### src/rtl/tinyalu_pkg.sv
// tinyalu_pkg: opcodes, widths, FSM state type and single-cycle ALU helpers for tinyalu_core.
// Latency: n/a (types, constants and pure functions only).
// Backpressure: n/a.
package tinyalu_pkg;

    localparam int OPERAND_W = 8;
    localparam int RESULT_W  = 16;

    // Opcode encoding on the op bus; 101 and 110 are unassigned and treated as illegal.
    typedef enum logic [2:0] {
        no_op  = 3'b000,
        add_op = 3'b001,
        and_op = 3'b010,
        xor_op = 3'b011,
        mul_op = 3'b100,
        rst_op = 3'b111
    } operation_t;

    localparam logic [2:0] OP_NOP = 3'(no_op);
    localparam logic [2:0] OP_ADD = 3'(add_op);
    localparam logic [2:0] OP_AND = 3'(and_op);
    localparam logic [2:0] OP_XOR = 3'(xor_op);
    localparam logic [2:0] OP_MUL = 3'(mul_op);
    localparam logic [2:0] OP_RST = 3'(rst_op);

    typedef enum logic [1:0] {
        IDLE     = 2'd0,
        EXEC     = 2'd1,
        WAIT_LOW = 2'd2
    } state_t;

    typedef logic [OPERAND_W-1:0] operand_t;
    typedef logic [RESULT_W-1:0]  result_t;

    // True for opcodes that complete with a real result in a single cycle.
    function automatic logic is_alu_op(input logic [2:0] op);
        return (op == OP_ADD) || (op == OP_AND) || (op == OP_XOR);
    endfunction

    // Single-cycle datapath; add keeps its carry in bit 8.
    function automatic result_t alu_single(input logic [2:0] op, input operand_t a, input operand_t b);
        result_t r;
        r = '0;
        case (op)
            OP_ADD:  r = {7'b0, {1'b0, a} + {1'b0, b}};
            OP_AND:  r = {8'b0, a & b};
            OP_XOR:  r = {8'b0, a ^ b};
            default: r = '0;
        endcase
        return r;
    endfunction

endpackage

### src/rtl/tinyalu_mul_pipe.sv
// tinyalu_mul_pipe: registers the full 16-bit A*B product when in_vld is high and tracks it with a valid chain.
// Latency: product visible the cycle after in_vld; out_vld high in the cycle after edge (in_vld + MUL_LATENCY-1).
// Backpressure: none; caller issues one operation at a time and keeps the product until it has consumed it.
module tinyalu_mul_pipe import tinyalu_pkg::*; #(
    parameter int MUL_LATENCY = 3
) (
    input  logic     clk,
    input  logic     reset,
    input  logic     in_vld,
    input  operand_t a_dat,
    input  operand_t b_dat,
    output result_t  prod_dat,
    output logic     out_vld
);

    // The accept edge itself is the first of the MUL_LATENCY edges, so the chain holds the remaining ones.
    logic [MUL_LATENCY-2:0] vld_sr;

    // Capture the product once at the accept edge; it is held until the next multiply.
    always_ff @(posedge clk) begin
        if (reset) begin
            prod_dat <= '0;
        end else if (in_vld) begin
            prod_dat <= RESULT_W'(a_dat) * RESULT_W'(b_dat);
        end
    end

    // Shift the valid token along so it lines up with the completion edge.
    always_ff @(posedge clk) begin
        if (reset) begin
            vld_sr <= '0;
        end else begin
            vld_sr[0] <= in_vld;
            for (int i = 1; i < MUL_LATENCY - 1; i++) begin
                vld_sr[i] <= vld_sr[i-1];
            end
        end
    end

    assign out_vld = vld_sr[MUL_LATENCY-2];

endmodule

### src/rtl/tinyalu_core.sv
// tinyalu_core: start/done ALU responder (add/and/xor/mul); multiplier present only when TINYALU_MUL_EN is defined.
// Latency: 1 cycle for single-cycle and illegal ops, MUL_LATENCY cycles for multiply; done/illegal pulse one cycle.
// Backpressure: start is held until done; a held start parks the FSM in WAIT_LOW so it cannot re-trigger.
module tinyalu_core import tinyalu_pkg::*; #(
    parameter int MUL_LATENCY = 3
) (
    input  logic                 clk,
    input  logic                 reset,
    input  logic                 start,
    input  logic [2:0]           op,
    input  logic [OPERAND_W-1:0] A,
    input  logic [OPERAND_W-1:0] B,
    output logic                 done,
    output logic [RESULT_W-1:0]  result,
    output logic                 illegal
);

    localparam bit LAT_OK = (MUL_LATENCY >= 2) && (MUL_LATENCY <= 8);

    state_t  state_q;
    state_t  state_d;
    logic    done_d;
    logic    illegal_d;
    result_t result_d;

    logic    accept;
    logic    mul_go;
    logic    mul_last;
    result_t mul_res;

    assign accept = (state_q == IDLE) && start;

`ifdef TINYALU_MUL_EN
    localparam int CNT_W = $clog2(MUL_LATENCY);

    logic [CNT_W-1:0] cnt_q;
    result_t          mul_prod;
    logic             mul_vld;

    assign mul_go   = accept && (op == OP_MUL);
    assign mul_last = (state_q == EXEC) && (cnt_q == CNT_W'(1));
    assign mul_res  = mul_prod;

    tinyalu_mul_pipe #(
        .MUL_LATENCY (MUL_LATENCY)
    ) u_mul_pipe (
        .clk      (clk),
        .reset    (reset),
        .in_vld   (mul_go),
        .a_dat    (A),
        .b_dat    (B),
        .prod_dat (mul_prod),
        .out_vld  (mul_vld)
    );

    // Latency counter: loads at accept and counts down to the completion edge.
    always_ff @(posedge clk) begin
        if (reset) begin
            cnt_q <= '0;
        end else if (mul_go) begin
            cnt_q <= CNT_W'(MUL_LATENCY - 1);
        end else if ((state_q == EXEC) && (cnt_q != '0)) begin
            cnt_q <= cnt_q - CNT_W'(1);
        end
    end

    // The pipe's valid token and the counter must agree on the completion cycle.
    mul_timing_agree: assert property (@(posedge clk) disable iff (reset) mul_vld == mul_last);
`else
    // No multiplier: opcode 100 falls through to the illegal path.
    assign mul_go   = 1'b0;
    assign mul_last = 1'b0;
    assign mul_res  = '0;
`endif

    // Multiply latency outside 2..8 is not a supported configuration.
    mul_latency_legal: assert property (@(posedge clk) LAT_OK);

    // State register; reset wins over a simultaneous accept.
    always_ff @(posedge clk) begin
        if (reset) begin
            state_q <= IDLE;
        end else begin
            state_q <= state_d;
        end
    end

    // Next state: every accepted command except multiply goes straight to WAIT_LOW.
    always_comb begin
        state_d = state_q;
        case (state_q)
            IDLE: begin
                if (start) begin
                    state_d = mul_go ? EXEC : WAIT_LOW;
                end
            end
            EXEC: begin
                if (mul_last) begin
                    state_d = WAIT_LOW;
                end
            end
            WAIT_LOW: begin
                if (!start) begin
                    state_d = IDLE;
                end
            end
            default: state_d = IDLE;
        endcase
    end

    // Output next-values: result only moves on the edge that raises done.
    always_comb begin
        done_d    = 1'b0;
        illegal_d = 1'b0;
        result_d  = result;
        if (accept) begin
            if (is_alu_op(op)) begin
                done_d   = 1'b1;
                result_d = alu_single(op, A, B);
            end else if ((op == OP_NOP) || mul_go) begin
                done_d = 1'b0;
            end else begin
                done_d    = 1'b1;
                illegal_d = 1'b1;
                result_d  = '0;
            end
        end else if (mul_last) begin
            done_d   = 1'b1;
            result_d = mul_res;
        end
    end

    // Registered outputs.
    always_ff @(posedge clk) begin
        if (reset) begin
            done    <= 1'b0;
            illegal <= 1'b0;
            result  <= '0;
        end else begin
            done    <= done_d;
            illegal <= illegal_d;
            result  <= result_d;
        end
    end

endmodule

### config.mk
export PLATFORM = sky130hd
export DESIGN_NAME = tinyalu_core
export DESIGN_NICKNAME = d
export VERILOG_FILES = /design/src/rtl/tinyalu_pkg.sv /design/src/rtl/tinyalu_mul_pipe.sv /design/src/rtl/tinyalu_core.sv
export SDC_FILE = /design/constraint.sdc
export NUM_CORES = 1
export LEC_CHECK = 0
export ABC_AREA = 1
export BUFFER_PORTS_ARGS = -buffer_cell sky130_fd_sc_hd__buf_2
export CAP_MARGIN = 20
export CORE_MARGIN = 3
export CORE_UTILIZATION = 45
export CTS_BUF_LIST = sky130_fd_sc_hd__clkbuf_2 sky130_fd_sc_hd__clkbuf_4 sky130_fd_sc_hd__clkbuf_8
export CTS_CLUSTER_DIAMETER = 50
export DETAILED_ROUTE_END_ITERATION = 12
export HOLD_SLACK_MARGIN = 0.06
export PLACE_DENSITY_LB_ADDON = 0.08
export SYNTH_ARGS = -nofsm -noshare
export SYNTH_HDL_FRONTEND = slang
export SYNTH_HIERARCHICAL = 1
export SYNTH_SLANG_ARGS = --single-unit
### constraint.sdc
create_clock -name clk -period 4.87 [get_ports clk]
set_clock_uncertainty 0.05 [all_clocks]
set_input_delay 1.461 -clock clk [delete_from_list [all_inputs] [get_ports clk]]
set_output_delay 1.461 -clock clk [all_outputs]
set_load 0.05 [all_outputs]
* Yosys cells after proc, flatten, opt, wreduce, memory -nomap -nowiden
Cells that the tools add are included.
** Word-level totals
- Output and inout port bits :: 18
- Bits of input ports :: 22
- Register bits after elaboration :: 20
** Cells by class
- Reductions and logical operators :: 9
- Equal/unequal tests :: 8
- Mux-type cells :: 8
- Bitwise logic cells :: 4
- Add/sub/neg operators :: 1
** Operators with widths (count)
- $mux W16 :: 2
- $pmux W9 S3 :: 1
- $add A8 B8 Y9 :: 1
- $and A8 B8 Y8 :: 1
- $xor A8 B8 Y8 :: 1
- $eq A3 B2 Y1 const B :: 2
- $ne A2 B2 Y1 const B :: 3
- $pmux W2 S3 :: 1
- $mux W2 :: 2
- $eq A3 B1 Y1 const B :: 1
- $logic_not A3 Y1 :: 1
- $reduce_and A3 Y1 :: 1
- $reduce_or A3 Y1 :: 1
- $eq A2 B1 Y1 const B :: 1
- $eq A2 B2 Y1 const B :: 1
- $logic_not A2 Y1 :: 1
- $logic_or A1 B1 Y1 :: 2
- $mux W1 :: 2
- $not A1 Y1 :: 2
- $reduce_and A2 Y1 :: 1
- $reduce_or A2 Y1 :: 1
- $logic_and A1 B1 Y1 :: 1

* Longest topological paths before layout
- Depth in word-level cells :: 5
- Depth in mapped cells :: 10
- Mapped depth without buffers :: 10

* Least setup slack after synthesis
No wires, ideal clock.
- Kind :: input port to flip-flop
- Start :: in A[0]
- End :: reg result[4]
- Setup slack :: 2.091 ns
- Stages :: 9
- Arrival :: 2.658 ns
- Data required time :: 4.749 ns
- Cell sequence :: ha_1 fa_1 a21oi_1 inv_1 nand2_1 nand3_1 nand2_1 nand2_1 a21oi_1
** On the way
- Cells in the longest elaborated chain, start to end :: 3
** Ends and longest elaborated chain
- start: declaration :: line tinyalu_core.sv:11 : input logic [OPERAND_W-1:0] A,
- $add A8 B8 Y9 :: line tinyalu_pkg.sv:45 : OP_ADD: r = {7'b0, {1'b0, a} + {1'b0, b}};
- $pmux W9 S3 :: line tinyalu_pkg.sv:44 : case (op)
- $mux W16 :: line tinyalu_core.sv:117 : if (is_alu_op(op)) begin
- end signal: assignment :: line tinyalu_core.sv:142 : result <= result_d;
- end: declaration :: line tinyalu_core.sv:14 : output logic [RESULT_W-1:0] result,
Every way passes these cells.
A chain may end at the register's enable or synchronous reset.

* Worst setup path after layout
Ends and elaborated chain as after synthesis.

==> metrics.txt <==
Slowest-stage cell, CP=fa_1; met2 usage in global routing=0.3122; R2R setup slack=3.46 ns; WS Path Type=input pin to register; final worst-path cycle share=0.5600; CTS Buf Count=3; P_sw=0.1287 mW; Placeable Area=0.002042 mm2; Yosys warnings=6; worst skew pair latency=0.26 ns; area growth from synthesis to final layout=18.20%; layout cells sized above 1=0.2446; clock edge transition at the registers on the reported setup and hold paths=0.07 ns; power per cell area=259.3 mW/mm2; die area=0.002832 mm2; port buffer count=32; Required @ worst endpoint=5.02 ns; Antenna Cells=0; crit end category=register; Final #Nets=218; Hold Crit Class=register to register; setup TNS=0 ns; GR peak layer=met2; hold path cells=2; DR vias/cell=5.000; filler instances=224; max-slew violation count=0; CP dominant cell by count=nand2_1; final weighted congestion in routability-driven placement=0.8375; Synth cell types=25; Clock power frac=0.189; TritonCTS clock tree=done; largest net degree at the start of global routing=13; met3 track demand over resource=0.04225; Sw Share=0.4185; antenna-violating nets left=0; # clock sinks=12; Max Cap Viol=0; cells after synthesis=151; Power Internal=0.1788 mW; I/O Pins=40; Die Width=53.22 um; reg2reg end=result[3]; clock buffer depth=2; 1st-iter DRT viols=34; Worst IR Drop VDD=0.1951 mV; vias in the first global route=931; Max Freq=0.3667 GHz; die height=53.22 um; power share of the combinational group=0.445; hold path start=result[1]; Total Power=0.3075 mW; dpl hpwl=1892 um; global route overflow=0; leading cell type in the layout, fill and taps excluded=nand2_1; Seq pwr share=0.366; Rows=16; FF-to-FF path depth=7; Leakage=0.6547 nW; hold endpoint=result[1]; minimum clock period after layout=2.727 ns; cts hold-fix bufs=0; Avg Inst Size Synth=6.645 um2; Initial Util=0.4914; Hold Fails Final Rpt=0; global-route wire length before repair=3643 um; critical-path maximum fanout=4; drt first pass iters=4; Worst Setup Start Kind=input pin; DR vias=1055; sequential share of the synthesized area=0.2394; most frequent cells in the layout=nand2_1 (50), buf_2 (32), inv_1 (18); post-CTS setup buffers=0; clk root buf=clkbuf_4; GR Util met1=0.2003; outcome=complete, no violations; H-tree lvl count=1; # DRC=0; Total GRT Usage=0.1742; max incr delay on CP=0.42 ns; Post-Syn Area=0.001003 mm2; RSZ-0062 raised after global routing=false; Worst EP arrival=2.88 ns; Setup Viol. Count Final=0; Post-CTS Resized=0; Critical R2R Launch=state_q[1]; critical-path cell list=buf_2 > ha_1 > fa_1 > a21oi_1 > inv_1 > nand2_1 > nand3_1 > nand2_1 > nand2_1 > a21oi_1; initial antenna violation count=0; Yosys reg bits=12; final wirelength=2272 um; drt wl/cell=10.77 um
==> cell usage after synthesis (all sizes together) <==
master,number,area share
nor3,3,0.026
nand4,1,0.0062
ha,9,0.11
nand2,50,0.19
buf,7,0.052
dfxtp,12,0.24
inv,20,0.075
xor2,1,0.0087
clkbuf,1,0.0037
nand3,16,0.085
a32o,1,0.011
a22oi,6,0.045
nor2,5,0.029
o211ai,1,0.0075
nand3b,1,0.0075
a21oi,13,0.069
fa,1,0.020
or2,2,0.012
conb,1,0.0037
==> critical path, delay by kind of cell <==
kind / cells / cell delay [ns]
AO/OA/AOI/OAI: 2 / 0.37
adder cells (fa/ha/maj): 2 / 0.65
buffers and inverters: 2 / 0.16
AND/OR/NAND/NOR: 4 / 0.23
==> area by class of cell <==
class / count / area, um2 / area share
Multi-Input combinational cell: 117 / 654.4 / 0.5517
Clock buffer: 3 / 22.52 / 0.01899
Timing Repair Buffer: 32 / 160.2 / 0.1350
Tap cell: 27 / 33.78 / 0.02848
Sequential cell: 12 / 240.2 / 0.2025
Inverter: 20 / 75.07 / 0.06329
==> registers in the layout (all words and copies together), names as in the netlist <==
register / flops
done: 1
state_q: 1
result: 9
illegal: 1
==> cells by family (layout without fill, tap and decap cells) <==
logic type,after synthesis,in the layout,synth area share
and+or+nand+nor,78,78,0.3529
buffers and inverters,28,55,0.1309
other,1,7,0.003737
DFF,12,12,0.2394
adders and majority gates,10,10,0.1322
AOI/OAI and AO/OA,21,21,0.1322
xor gates and xnor gates,1,1,0.008730
==> power groups by stage <==
stage / combinational [mW] / clock [mW] / sequential, mW
floorplan: 0.0885 / 0 / 0.134
global placement: 0.133 / 0 / 0.114
detailed placement: 0.137 / 0 / 0.115
CTS: 0.138 / 0.0614 / 0.113
global route: 0.155 / 0.0658 / 0.113
finish: 0.137 / 0.0581 / 0.113
==> worst max path at each step <==
stage	startpoint	slack [ns]	to	cells past startpoint
after floorplan	A[0]	2.09	result[4]	9
after global placement	A[0]	1.92	result[4]	10
after detailed placement	A[0]	1.88	result[4]	10
after CTS	A[0]	2.15	result[4]	10
after global routing	A[0]	2.01	result[4]	10
final	A[0]	2.14	result[4]	10
==> per-layer routing <==
| layer | share of wire | vias to the layer above | wire (um) |
|---|---|---|---|
| met5 | 0 | - | 0 |
| met4 | 0.0084 | 0 | 19 |
| met2 | 0.50 | 36 | 1126 |
| met1 | 0.43 | 465 | 980 |
| li1 | - | 552 | - |
| met3 | 0.064 | 2 | 146 |
==> through the flow <==
step	hold slack (ns)	cell area (um2)	instances	utilization	setup WS (ns)
6_report	0.4101	1186	211	0.5809	2.143
4_1_cts	0.4143	1186	211	0.5809	2.150
5_1_grt	0.4373	1186	211	0.5809	2.008
2_1_floorplan	0.4291	1026	157	-	2.091
3_3_place_gp	0.4014	1164	208	0.5699	1.924
3_5_place_dp	0.4037	1164	208	0.5699	1.878
Power figures use the tool's default switching activity.
